$ cat config.mk
export PLATFORM = sky130hd
export DESIGN_NAME = output_source_ctrl
export DESIGN_NICKNAME = d
export VERILOG_FILES = /design/src/rtl/output_source_ctrl.sv
export SDC_FILE = /design/constraint.sdc
export NUM_CORES = 1
export LEC_CHECK = 0
export BUFFER_PORTS_ARGS = -buffer_cell sky130_fd_sc_hd__buf_2
export CAP_MARGIN = 10
export CORE_AREA = 2 2 154 156
export DETAILED_ROUTE_END_ITERATION = 16
export DIE_AREA = 0 0 156 158
export PLACE_DENSITY = 0.61
export SETUP_SLACK_MARGIN = 0.3
export SYNTH_ARGS = -nofsm -noshare
export SYNTH_HDL_FRONTEND = slang
export SYNTH_SLANG_ARGS = --single-unit
$ cat constraint.sdc
create_clock -name CLK -period 4.1 [get_ports CLK]
set_input_delay 0.615 -clock CLK [delete_from_list [all_inputs] [get_ports CLK]]
set_output_delay 0.615 -clock CLK [all_outputs]
set_load 0.03 [all_outputs]
$ cat src/rtl/output_source_ctrl.sv
// Output source controller: chooses DTU, ATU or idle words for the serializers.
// Sources change only on handshakes, with an idle gap inserted at every switch.
module output_source_ctrl #(
    parameter logic [31:0] IDLE_WORD  = 32'hEAAAAAAA,
    parameter int unsigned N_IDLE     = 4,
    parameter int unsigned HS_TIMEOUT = 64
) (
    input  logic        CLK,
    input  logic        rst_b,
    input  logic        handshake,
    input  logic        TEST_ENABLE,
    input  logic        CALIBRATION_BUSY_1,
    input  logic        CALIBRATION_BUSY_10,
    input  logic [31:0] DATA32_DTU_0,
    input  logic [31:0] DATA32_DTU_1,
    input  logic [31:0] DATA32_DTU_2,
    input  logic [31:0] DATA32_DTU_3,
    input  logic [31:0] DATA32_ATU_0,
    input  logic [31:0] DATA32_ATU_1,
    input  logic [31:0] DATA32_ATU_2,
    input  logic [31:0] DATA32_ATU_3,
    output logic [31:0] DATA32_0,
    output logic [31:0] DATA32_1,
    output logic [31:0] DATA32_2,
    output logic [31:0] DATA32_3,
    output logic [1:0]  src_sel,
    output logic        switch_busy,
    output logic        sync_err
);

    typedef enum logic [1:0] {
        ST_DTU,
        ST_ATU,
        ST_CALIB,
        ST_SWITCH
    } state_t;

    localparam logic [2:0] IDLE_LOAD = 3'(N_IDLE - 1);
    localparam logic [6:0] WD_MAX    = 7'(HS_TIMEOUT);
    localparam logic [1:0] SEL_DTU   = 2'b00;
    localparam logic [1:0] SEL_ATU   = 2'b01;
    localparam logic [1:0] SEL_IDLE  = 2'b10;

    state_t      state_q, state_d;
    logic [2:0]  idle_cnt_q, idle_cnt_d;
    logic [6:0]  wd_cnt_q, wd_cnt_d;
    logic [1:0]  sel_d;
    logic        cal;
    logic [31:0] dtu_w [4];
    logic [31:0] atu_w [4];
    logic [31:0] out_q [4];

    assign cal = CALIBRATION_BUSY_1 | CALIBRATION_BUSY_10;

    assign dtu_w[0] = DATA32_DTU_0;
    assign dtu_w[1] = DATA32_DTU_1;
    assign dtu_w[2] = DATA32_DTU_2;
    assign dtu_w[3] = DATA32_DTU_3;
    assign atu_w[0] = DATA32_ATU_0;
    assign atu_w[1] = DATA32_ATU_1;
    assign atu_w[2] = DATA32_ATU_2;
    assign atu_w[3] = DATA32_ATU_3;

    assign DATA32_0 = out_q[0];
    assign DATA32_1 = out_q[1];
    assign DATA32_2 = out_q[2];
    assign DATA32_3 = out_q[3];

    always_comb begin
        state_d    = state_q;
        idle_cnt_d = idle_cnt_q;
        if (handshake) begin
            unique case (state_q)
                ST_DTU: begin
                    if (cal)              state_d = ST_CALIB;
                    else if (TEST_ENABLE) state_d = ST_SWITCH;
                end
                ST_ATU: begin
                    if (cal)               state_d = ST_CALIB;
                    else if (!TEST_ENABLE) state_d = ST_SWITCH;
                end
                ST_CALIB: begin
                    if (!cal) state_d = ST_SWITCH;
                end
                ST_SWITCH: begin
                    // exit target is decided only when the count runs out
                    if (idle_cnt_q != 3'd0) idle_cnt_d = idle_cnt_q - 3'd1;
                    else if (cal)           state_d = ST_CALIB;
                    else if (TEST_ENABLE)   state_d = ST_ATU;
                    else                    state_d = ST_DTU;
                end
                default: state_d = ST_DTU;
            endcase
            if (state_d == ST_SWITCH && state_q != ST_SWITCH)
                idle_cnt_d = IDLE_LOAD;
        end
    end

    always_comb begin
        sel_d = SEL_IDLE;
        unique case (1'b1)
            state_d == ST_DTU: sel_d = SEL_DTU;
            state_d == ST_ATU: sel_d = SEL_ATU;
            default:           sel_d = SEL_IDLE;
        endcase
    end

    always_comb begin
        wd_cnt_d = wd_cnt_q;
        if (handshake)             wd_cnt_d = 7'd0;
        else if (wd_cnt_q != WD_MAX) wd_cnt_d = wd_cnt_q + 7'd1;
    end

    always_ff @(posedge CLK) begin
        if (!rst_b) begin
            state_q     <= ST_DTU;
            idle_cnt_q  <= 3'd0;
            wd_cnt_q    <= 7'd0;
            src_sel     <= SEL_IDLE;
            switch_busy <= 1'b0;
            sync_err    <= 1'b0;
            for (int i = 0; i < 4; i++) out_q[i] <= IDLE_WORD;
        end else begin
            state_q    <= state_d;
            idle_cnt_q <= idle_cnt_d;
            wd_cnt_q   <= wd_cnt_d;
            sync_err   <= sync_err | (wd_cnt_d == WD_MAX);
            if (handshake) begin
                src_sel     <= sel_d;
                switch_busy <= (state_d == ST_SWITCH);
                for (int i = 0; i < 4; i++) begin
                    unique case (sel_d)
                        SEL_DTU: out_q[i] <= dtu_w[i];
                        SEL_ATU: out_q[i] <= atu_w[i];
                        default: out_q[i] <= IDLE_WORD;
                    endcase
                end
            end
        end
    end

endmodule

==> out/qor.txt <==
Status: finished clean
Post-Synth Adder-Cell Area: 0.7402%
I/O Buffers: 393
Gr usage total: 17.53%
Root buffer cell: clkbuf_16
CTS Buf Count: 17
RD Place Congestion: 0.7903
Fill count: 2,218
Largest family of logic cells by synthesized area: compound AO/OA/AOI/OAI gates
Synthesized instance count: 616
Clk pin slew, worst setup/hold paths: 0.07 ns
Seq cells post-synth: 144
Maxcap violations: 0
Skew final: 0.01669 ns
PwrDens: 375.3 mW/mm²
Fin crit period: 2.721 ns
Share of total power in combinational logic: 11.7%
CTS tree: built
Rel. slew slack: 27.59%
Multi-input gate area: 0.002312 mm²
Routed WL: 22,880 µm
Hold Violations, Final: 0
# IOs: 394
WP data arrival: 2.99 ns
Leak: 3.842 nW
Max IR drop VDD: 0.2188 mV
Area Growth Syn to Fin: 40.67%
Share of layout cells above drive strength 1: 45.25%
Crit path max fanout: 57
Most frequent cells in the layout: buf_2, nand3_1, edfxtp_1
Synth Area in Compound Gates: 16.93%
DP Wirelength: 16,100 µm
Initial DRC count: 552
Vias per std cell: 5.096
Mux cell area share after synthesis: 0.3701%
Via count: 6,528
Period utilization: 66.37%
Initial core utilization: 29.33%
Register area: 0.004164 mm²
Register area share after synthesis: 61.58%
Worst slew pin tran: 1.086 ns
Int Pwr: 2.642 mW
NetSw: 928.2 µW
DIE WIDTH: 156 µm
Clock network power share: 42.2%
Post-CTS Setup Inserts: 0
Site Rows: 56
Post-DRT Antenna Nets: 0
Syn avg cell area: 10.98 µm²
Sw frac: 26.00%
Crit Path Category: flip-flop to flip-flop
Vias in the first global route: 6,039
Initial antenna violation count: 3
Mapped Area: 0.006761 mm²
Unrepaired setup endpoints after global routing: no
Fmax achieved: 367.5 MHz
Longest Clk Path Bufs: 2
Simple-Gate Fraction of Synth Area: 14.54%
Nets: 1,243
Grt ovf: 0
Post-synth cell types: 41
Latest clock arrival within the worst-skew pair: 0.43 ns
Design Power: 3.570 mW
Post-synth EDFFs: 128
TritonCTS Sinks: 144
Post-DR wirelength/cell: 17.86 µm
Net Count, Synth: 882
Commonest non-fill, non-tap cell in the layout: buf_2
Drt pass-1 iters: 5
Core Area: 0.02305 mm²
Cts hold-fix bufs: 0
Synth warnings: 0
Final Setup Violations: 0
Post-Synth XOR/XNOR Area: 0.7772%
Worst setup EP type: flip-flop
H-tree levels: 4
Data required, critical path: 4.37 ns
# resized after CTS: 0
Die Footprint: 0.02465 mm²
Die Span Y: 158 µm
Crit start category: flip-flop
Fin. max-slew vios: 0
Largest net degree at the start of global routing: 73
Post-route DRC: 0
Post-route setup TNS: 0 ns
Asr flop ratio synth: 0%
First-pass GRT wire length: 33,240 µm
Ys flop type: edfxtp_1
Worst Hold Class: primary input to flip-flop
Reg power frac: 46.2%
-- kinds of logic after synthesis --
kind of cell / after synthesis
simple gates: 195
compound gates: 194
flops: 144
buf+inv: 71
xor+xnor: 6
fa+ha+maj: 4
mux: 2
-- Yosys cell counts (2+ instances only) --
master	instances	area, µm²
a22o_1	15	131.4
nor3_1	4	20.02
o22a_1	17	148.9
or4_1	2	15.01
nand3_1	154	770.7
clkbuf_1	32	120.1
o21ai_0	99	495.5
edfxtp_1	128	3844
and2b_1	2	15.01
a21oi_1	50	250.2
xor2_1	3	26.28
a31oi_1	2	12.51
and2_1	3	18.77
and3_1	2	12.51
buf_6	6	67.56
ha_1	4	50.05
o21ai_1	3	15.01
dfxtp_1	16	320.3
nand2_1	5	18.77
nor2_1	15	56.30
clkbuf_2	4	20.02
xnor2_1	3	26.28
nand2b_1	2	12.51
buf_2	20	100.1
inv_1	9	33.78
-- flip-flops by register name, indices dropped and copies added (netlist names) --
signal,cells
idle_cnt_q,3
out_q,128
src_sel,2
state_q,2
switch_busy,1
sync_err,1
wd_cnt_q,7
-- critical path, stage by stage, from the launching register on --
cell and delay [ns]:
dfxtp_1 0.34, inv_1 0.06, ha_1 0.19, ha_1 0.19
and2b_1 0.38, o21a_2 0.68, buf_12 0.30, o21ai_0 0.12
a21oi_1 0.23
-- routing by layer --
metal | wire (µm) | up-vias | GRT usage, %
met5 | 26 | - | 0
met2 | 10730 | 360 | 28.19
li1 | - | 3070 | -
met3 | 2191 | 44 | 5.639
met4 | 579 | 4 | 7.121
met1 | 9360 | 3050 | 21.88
-- final cells by class --
cell class	count	area share, %
flip-flops and latches	144	43.78
multi-input cells	401	24.31
repair buffers	404	21.81
clock buffers	18	4.512
well taps	290	3.815
clock inverters	14	1.394
inverters	9	0.3552
diodes	1	0.02631
-- power groups by stage --
stage	sequential [mW]	combinational [mW]	clock [mW]
finish	1.65	0.417	1.50
global route	1.65	0.454	1.61
CTS	1.65	0.420	1.55
detailed placement	1.68	0.418	0
global placement	1.68	0.416	0
floorplan	1.76	0.136	0
-- through the flow --
stage | setup slack (ns) | utilization [%] | cell area (µm²) | instances | hold WS (ns)
after floorplan | 0.8846 | - | 6764 | 616 | 0.4887
after global placement | 1.403 | 38.81 | 8947 | 1248 | 0.4468
after detailed placement | 1.279 | 38.81 | 8947 | 1248 | 0.4622
after CTS | 1.401 | 41.25 | 9509 | 1280 | 0.4443
after global routing | 1.174 | 41.26 | 9512 | 1281 | 0.4503
final | 1.379 | 41.26 | 9512 | 1281 | 0.4620
-- worst paths after layout --
path / startpoint / to / slack, ns / depth (start not counted)
min reg2reg: src_sel[0] / src_sel[0] / 0.48 / 2
min: DATA32_DTU_3[30] / out_q[3][30] / 0.46 / 2
max reg2reg: idle_cnt_q[0] / out_q[0][0] / 1.38 / 8
max: idle_cnt_q[0] / out_q[0][0] / 1.38 / 8
(Power assumes the default switching activity.)
